`src/rtl/common_cross_pkg.sv`:
```
`default_nettype none
// ============================================================================
//  Module      : common_cross_pkg
//  Description : Shared helpers for the cross-buffer family: ceiling log2
//                and a legal-range guard for requester counts.
//  Revision    : 1.0 - initial release
// ============================================================================

`ifndef COMMON_CROSS_PKG_MACROS
`define COMMON_CROSS_PKG_MACROS
// Elaboration-time guard; expands to a labelled generate-if in module scope.
`define COMMON_CROSS_CHECK_PORT_COUNT(N) \
  if (((N) < 2) || ((N) > 8)) begin : g_bad_port_count \
    $error("PORT_COUNT must be in the range 2..8"); \
  end
`endif

package common_cross_pkg;

  // Ceiling log2, never below 1 so a 2-port index still has one bit.
  function automatic int clog2(input int value);
    int result;
    int rem;
    result = 0;
    rem    = value - 1;
    while (rem > 0) begin
      result = result + 1;
      rem    = rem >> 1;
    end
    return (result < 1) ? 1 : result;
  endfunction

endpackage

`default_nettype wire

```
`src/rtl/common_rr_pick.sv`:
```
`default_nettype none
// ============================================================================
//  Module      : common_rr_pick
//  Description : Combinational round-robin selector. Searches the valid
//                vector upward from ptr (wrapping modulo PORT_COUNT) and
//                returns the first valid index plus an any-valid flag.
//  Revision    : 1.0 - initial release
// ============================================================================
module common_rr_pick
  import common_cross_pkg::*;
#(
  parameter int PORT_COUNT = 4,
  localparam int SRC_WIDTH = clog2(PORT_COUNT)
) (
  input  logic [PORT_COUNT-1:0] valid,
  input  logic [SRC_WIDTH-1:0]  ptr,
  output logic [SRC_WIDTH-1:0]  winner,
  output logic                  any
);

  // One spare bit so ptr + offset cannot overflow before the wrap.
  logic [SRC_WIDTH:0] idx;

  // Walk offsets from far to near so the closest valid port to ptr wins.
  always_comb begin
    winner = '0;
    any    = 1'b0;
    idx    = '0;
    for (int i = PORT_COUNT - 1; i >= 0; i--) begin
      idx = {1'b0, ptr} + (SRC_WIDTH+1)'(i);
      if (idx >= (SRC_WIDTH+1)'(PORT_COUNT)) begin
        idx = idx - (SRC_WIDTH+1)'(PORT_COUNT);
      end
      if (valid[idx[SRC_WIDTH-1:0]]) begin
        winner = idx[SRC_WIDTH-1:0];
        any    = 1'b1;
      end
    end
  end

endmodule

`default_nettype wire

```
`src/rtl/common_cross_arbiter_rr.sv`:
```
`default_nettype none
// ============================================================================
//  Module      : common_cross_arbiter_rr
//  Description : PORT_COUNT-way round-robin stream arbiter feeding a
//                registered 2-entry in-order buffer. Upstream acceptance
//                depends only on buffer occupancy, so downstream ready never
//                reaches prev_o_ready combinationally.
//  Revision    : 1.0 - initial release
// ============================================================================
module common_cross_arbiter_rr
  import common_cross_pkg::*;
#(
  parameter int BUFFER_WIDTH = 32,
  parameter int PORT_COUNT   = 4,
  localparam int SRC_WIDTH   = clog2(PORT_COUNT)
) (
  input  logic                             clk,
  input  logic                             reset,
  input  logic [PORT_COUNT*BUFFER_WIDTH-1:0] prev_i_data,
  input  logic [PORT_COUNT-1:0]            prev_i_valid,
  output logic [PORT_COUNT-1:0]            prev_o_ready,
  output logic [BUFFER_WIDTH-1:0]          next_o_data,
  output logic [SRC_WIDTH-1:0]             next_o_src,
  output logic                             next_o_valid,
  input  logic                             next_i_ready
);

  `COMMON_CROSS_CHECK_PORT_COUNT(PORT_COUNT)

  logic [1:0]              count;
  logic [SRC_WIDTH-1:0]    rr_ptr;
  logic [BUFFER_WIDTH-1:0] head_data;
  logic [SRC_WIDTH-1:0]    head_src;
  logic [BUFFER_WIDTH-1:0] tail_data;
  logic [SRC_WIDTH-1:0]    tail_src;

  logic [SRC_WIDTH-1:0]    winner;
  logic                    any_valid;
  logic                    space;
  logic                    push;
  logic                    pop;
  logic [BUFFER_WIDTH-1:0] port_data [PORT_COUNT];
  logic [BUFFER_WIDTH-1:0] win_data;
  logic [SRC_WIDTH-1:0]    ptr_after_win;

  common_rr_pick #(
    .PORT_COUNT (PORT_COUNT)
  ) u_pick (
    .valid  (prev_i_valid),
    .ptr    (rr_ptr),
    .winner (winner),
    .any    (any_valid)
  );

  for (genvar p = 0; p < PORT_COUNT; p++) begin : g_port
    assign port_data[p]    = prev_i_data[p*BUFFER_WIDTH +: BUFFER_WIDTH];
    assign prev_o_ready[p] = push && (winner == SRC_WIDTH'(p));
  end

  // Space comes from registered occupancy only; reset suppresses any handshake.
  assign space    = (count != 2'd2);
  assign push     = space && any_valid && !reset;
  assign pop      = next_o_valid && next_i_ready && !reset;
  assign win_data = port_data[winner];

  // Explicit wrap keeps non-power-of-2 port counts inside 0..PORT_COUNT-1.
  assign ptr_after_win = (winner == SRC_WIDTH'(PORT_COUNT - 1)) ? '0 : winner + SRC_WIDTH'(1);

  assign next_o_valid = (count != 2'd0);
  assign next_o_data  = head_data;
  assign next_o_src   = head_src;

  // Buffer occupancy, entry shifting and round-robin pointer update.
  always_ff @(posedge clk) begin
    if (reset) begin
      count     <= 2'd0;
      rr_ptr    <= '0;
      head_data <= '0;
      head_src  <= '0;
      tail_data <= '0;
      tail_src  <= '0;
    end else begin
      if (push) begin
        rr_ptr <= ptr_after_win;
      end
      if (push && pop) begin
        // Only reachable at count 1: the departing head is replaced in place.
        head_data <= win_data;
        head_src  <= winner;
      end else if (push) begin
        if (count == 2'd0) begin
          head_data <= win_data;
          head_src  <= winner;
        end else begin
          tail_data <= win_data;
          tail_src  <= winner;
        end
        count <= count + 2'd1;
      end else if (pop) begin
        if (count == 2'd2) begin
          head_data <= tail_data;
          head_src  <= tail_src;
        end
        count <= count - 2'd1;
      end
    end
  end

endmodule

`default_nettype wire

```
`config.mk`:
```
export PLATFORM = sky130hd
export DESIGN_NAME = common_cross_arbiter_rr
export DESIGN_NICKNAME = d
export VERILOG_FILES = /design/src/rtl/common_cross_pkg.sv /design/src/rtl/common_rr_pick.sv /design/src/rtl/common_cross_arbiter_rr.sv
export SDC_FILE = /design/constraint.sdc
export NUM_CORES = 1
export LEC_CHECK = 0
export BUFFER_PORTS_ARGS = -buffer_cell sky130_fd_sc_hd__clkbuf_2
export CORE_MARGIN = 5
export CORE_UTILIZATION = 25
export DETAILED_ROUTE_END_ITERATION = 8
export GPL_TIMING_DRIVEN = 0
export PLACE_DENSITY = 0.57
export SYNTH_ARGS = -nofsm -noshare
export SYNTH_HDL_FRONTEND = slang
export SYNTH_HIERARCHICAL = 1
export SYNTH_SLANG_ARGS = --single-unit
```
`constraint.sdc`:
```
create_clock -name clk -period 7.85 [get_ports clk]
set_input_delay 1.57 -clock clk [delete_from_list [all_inputs] [get_ports clk]]
set_output_delay 1.57 -clock clk [all_outputs]
set_load 0.05 [all_outputs]
```
======== Word-level counts from Yosys, hierarchy flattened ========
Index checks and enable logic that the tools add are counted.
operators by class
  add/sub/neg operators ................... 10
  $lt $le $gt $ge ......................... 9
  equality and inequality tests ........... 6
  muxes and demuxes ....................... 36
  bitwise gates (word level) .............. 3
  reduce and logical (&&, ||, !) cells .... 19
operators by type and width
  operator                                                           count
  two-way mux 32 bit                                                 7
  binary-select mux 32 bit (select 2 bit)                            1
  two-way mux 2 bit                                                  16
  greater-or-equal comparator 3 bit, second input constant           4
  less-than comparator 2 x 3 -> 1 bit, second input constant         4
  subtractor 2 x 1 -> 2 bit, second input constant                   5
  logical AND 1 bit                                                  9
  binary-select mux 1 bit (select 2 bit)                             4
  two-way mux 1 bit                                                  8
  adder 2 x 2 -> 3 bit, second input constant                        2
  == test 2 bit, second input constant                               3
  AND reduction 3 bit                                                2
  nonzero test 3 bit                                                 2
  adder 2 x 1 -> 2 bit, second input constant                        2
  zero test 2 bit                                                    2
  nonzero test 2 bit                                                 2
  adder 2 x 1 -> 3 bit, second input constant                        1
  greater-or-equal comparator 2 x 3 -> 1 bit, second input constant  1
  != test 3 x 1 -> 1 bit, second input constant                      1
  NOT 2 -> 3 bit                                                     1
  == test 2 x 1 -> 1 bit, second input constant                      1
  != test 2 bit, second input constant                               1
  NOT 1 bit                                                          2
  AND reduction 2 bit                                                1
  zero test 1 bit                                                    1
word-level totals
  register bits after elaboration ......... 72
  input bits .............................. 135
  output and inout bits ................... 39
  word-level logic and storage cells ...... 89

======== Longest topological paths before layout ========
  word-level depth ........................ 16
  depth in mapped cells ................... 12
  mapped depth without buffers ............ 9

======== By module ========
Netlist, hierarchy kept.
by module, submodules not included
  module                   instances  cells an instance  area each (um2)
  common_cross_arbiter_rr  1          425                4018.9
  common_rr_pick           1          13                 77.6

======== Worst setup path after synthesis ========
Ideal clock, no wire load.
  path type ............................... input port to output port
  from .................................... in prev_i_valid[1]
  to ...................................... out prev_o_ready[0]
  arrival time ............................ 3.058 ns
  data required time ...................... 6.280 ns
  setup slack ............................. 3.222 ns
  stages .................................. 8
  path buffers ............................ 2
  path through ............................ nor3b_1 > a211oi_1 > nor2_1 > buf_2 > buf_1 > inv_1 > ha_1 > and3_1
on the way
  elaborated cells between the ends (all ways) .. 20
  those cells by class .................... 16 x mux; 4 x reduce/logical
RTL lines
  what                                     RTL line                       source
  start, declared                          common_cross_arbiter_rr.sv:20  input logic [PORT_COUNT-1:0] prev_i_valid,
  binary-select mux 1 bit (select 2 bit)   common_rr_pick.sv:34           if (valid[idx[SRC_WIDTH-1:0]]) begin
  two-way mux 1 bit (not written as such)  common_rr_pick.sv:34
  two-way mux 2 bit (3 in a row)           common_rr_pick.sv:34
  two-way mux 2 bit *                      common_rr_pick.sv:34
  named net winner[1]                      common_cross_arbiter_rr.sv:37  logic [SRC_WIDTH-1:0] winner;
  zero test 2 bit *                        common_cross_arbiter_rr.sv:57  assign prev_o_ready[p] = push && (winner == SRC_WIDTH'(p));
  logical AND 1 bit *                      common_cross_arbiter_rr.sv:57
  end, declared                            common_cross_arbiter_rr.sv:21  output logic [PORT_COUNT-1:0] prev_o_ready,
Mark *: on every way through the listed nets, which the timed path passes. The rest lies on a longest branch. The select of a mux whose other input is x is not followed.

======== Worst setup path after layout ========
Same ends and word-level chain as after synthesis.

==> run metrics <==
GRT Total Usage 13.6%; Die W 138 um; final hold viol count 0; I/O pin count 174; WHS Path Cells 2; Critical Path RT 6.28 ns; Post-Syn Instances 438; max_slew headroom 39.6%; CP Data Arrival Time 3.74 ns; Lkg Pwr 2.23 nW; drt drc 0; Synth Register Bits 72; final instance area 5510 um2; VDD IR max 0.105 mV; hold_buf cts 0; worst r2r dst tail_data[24]$_SDFFE_PP0P_; initial antenna violation count 0; clock transition at the registers of the reported paths 0.05 ns; Syn. warnings 6; Root Driver clkbuf_16; Final nets 764; Tmin final 5.31 ns; iteration count of the initial detailed-routing pass 4; CP Capture Type output port; first-pass GRT wire length 20.8 mm; TNS Setup 0 ns; CTS H-tree lvls 3; vias in the first global route 3966; detailed placer's ending HPWL 10.2 mm; Cell Pwr Density 262 nW/um2; GPL Wtd Cong 0.778; proportion of layout cells with a drive suffix above 1 43.5%; Post-CTS Setup Inserts 0; MaxCap Viol Count 0; worst reg2reg path depth 10; row cnt 46; Area Overhead vs Synth 34.4%; die height 138 um; hold_sp tail_data[13]$_SDFFE_PP0P_; initial core utilization 25.6%; Crit Path Category input pin to output port; largest net degree at the start of global routing 12; slowest stage cell, crit path buf_1; CTS resizes 0; count of final setup violators 0; Tcrit/Tclk final 67.6%; Startpoint Class input pin; Clk Latency, worst-skew pair 0.33 ns; syn_nets 580; Worst Skew 0.00824 ns; Critical Path Max Stage Delay 0.59 ns; pins over their slew limit 0; vias 3838; maximum clock rate 188 MHz; CTS tree yes; # diodes 0; Crit. Startpoint prev_i_valid[1]; status complete, no violations; gr ovfl total 0; crit-path most repeated cell clkbuf_2; Mapped Avg Cell Area 9.35 um2; final antenna-violating net count 0; filler cell count 1714; DP Area 5230 um2; reg2reg start count[0]$_SDFFE_PP0P_; crit-path cells clkbuf_2, nor3b_1, a211oi_1, nor2_1, buf_2, buf_1, inv_1, ha_1, and3_1, clkbuf_2; RSZ-0062 raised after global routing no; clk buf depth 2; Synth Cell Area 4100 um2; number of library cell types mapped by synthesis 34; Clock Sinks 72; Crit Path Max Fanout 10; Worst-Margin Slew 0.904 ns; Num CTS Buffers 9; CP endpoint prev_o_ready[0]; drt initial violations 159; vias per cell 4.56; R2R Setup Slk 4.88 ns; full die area 19000 um2; drt total wl 12.9 mm; core area 16000 um2; worst hold path type flip-flop to flip-flop; wire per inst 15.3 um; post-synthesis sequential area ratio 35.2%; port bufs 173
-- logic make-up (layout without fill, tap and decap cells) --
| group | Yosys count | after routing | share of synthesized area, % |
|---|---|---|---|
| and+or+nand+nor | 203 | 203 | 20.4 |
| AOI/OAI and AO/OA | 78 | 78 | 18.6 |
| DFF | 72 | 72 | 35.2 |
| buffers and inverters | 44 | 232 | 5.62 |
| xor gates and xnor gates | 1 | 1 | 0.214 |
| muxes | 33 | 33 | 17.8 |
| adders and majority gates | 7 | 7 | 2.14 |
-- worst max-delay path: cells and delay by family --
kind / cells / cell delay (ns)
buffers and inverters: 5 / 1.35
and+or+nand+nor: 3 / 0.54
adders and majority gates: 1 / 0.22
AOI/OAI and AO/OA: 1 / 0.07
-- where the power goes --
part           internal, mW  leakage (nW)  total (mW)  switching (mW)
registers             0.420         0.589       0.449          0.0291
logic                 0.227          1.51       0.619           0.392
clock network         0.228         0.134       0.377           0.149
-- per-stage QoR --
step	hold WS (ns)	instances	utilization, %	power [mW]	setup WS (ns)
final	0.454	842	34.4	1.44	2.54
after global routing	0.470	842	34.4	1.53	2.35
after CTS	0.455	842	34.4	1.47	2.52
after detailed placement	0.447	827	32.7	1.09	2.52
after global placement	0.443	827	32.7	1.08	2.59
after floorplan	0.437	438	-	0.915	3.22
-- cell usage after synthesis --
cell        n  share of area [%]
nor3b_1     2               0.37
clkbuf_1   25                2.3
nor2_1     39                3.6
a31oi_4     1               0.52
or3b_2      1               0.21
nand2_1   141                 13
or2_2       1               0.15
nand3b_1    1               0.18
a21oi_1    38                4.6
and2_1      1               0.15
ha_1        7                2.1
or3_1       1               0.15
dfxtp_1    72                 35
nor2b_1     3               0.46
mux4_2     32                 18
a211oi_1    1               0.18
buf_1       1              0.092
o21ai_0     1               0.12
mux2i_1     1               0.24
buf_6       7                1.9
a311oi_2   34                 12
a21o_1      1               0.18
or4_1       1               0.18
nand3_1     2               0.24
a21oi_2     1               0.21
or3b_1      1               0.21
buf_4       2               0.37
a211oi_2    1               0.31
inv_1       5               0.46
or4b_4      1               0.34
nand2b_1    4               0.61
buf_2       4               0.49
xor2_1      1               0.21
and3_1      4               0.61
-- sequential cells by signal, indices dropped and copies added, names as in the netlist --
signal,cells
next_o_src,2
tail_data,32
rr_ptr,2
next_o_data,32
tail_src,2
count,2
-- cell usage in the layout, fill, tap and decap left out, types with 2 or more instances in the layout --
cell type,netlist,layout
clkbuf_16,0,9
nand2_1,141,141
buf_4,2,2
nand2b_1,4,4
clkbuf_1,25,26
clkbuf_2,0,173
a21oi_1,38,38
dfxtp_1,72,72
nor2b_1,3,3
and3_1,4,4
nand3_1,2,2
mux4_2,32,32
a311oi_2,34,34
nor3b_1,2,2
buf_6,7,7
inv_1,5,5
clkbuf_8,0,2
clkinv_2,0,2
buf_2,4,4
nor2_1,39,39
ha_1,7,7
-- routing by layer --
layer	track usage, %	share of wire (%)	vias to the layer above	wire length (um)
li1	-	-	1920	-
met1	17.0	45	1800	5860
met2	23.0	48	109	6140
met3	3.41	5.9	9	762
met4	4.06	1.2	0	153
met5	0	0	-	0
-- area by class of cell --
type                            instances  area (um2)  area share, %
Clock inverter                          3        17.5          0.318
Clock buffer                           12         256           4.66
Sequential cell                        72        1440           26.2
Multi-Input combinational cell        322        2420           44.0
Buffer                                 39         211           3.84
Timing Repair Buffer                  173         866           15.7
Tap cell                              216         270           4.91
Inverter                                5        18.8          0.341
-- how the worst min path moves through the flow --
| stage | endpoint | slack (ns) |
|---|---|---|
| floorplan | tail_data[0]$_SDFFE_PP0P_ | 0.44 |
| global placement | tail_data[24]$_SDFFE_PP0P_ | 0.44 |
| detailed placement | tail_data[10]$_SDFFE_PP0P_ | 0.45 |
| CTS | tail_data[10]$_SDFFE_PP0P_ | 0.45 |
| global route | tail_data[4]$_SDFFE_PP0P_ | 0.47 |
| finish | tail_data[13]$_SDFFE_PP0P_ | 0.45 |
Power figures use the tool's default switching activity.
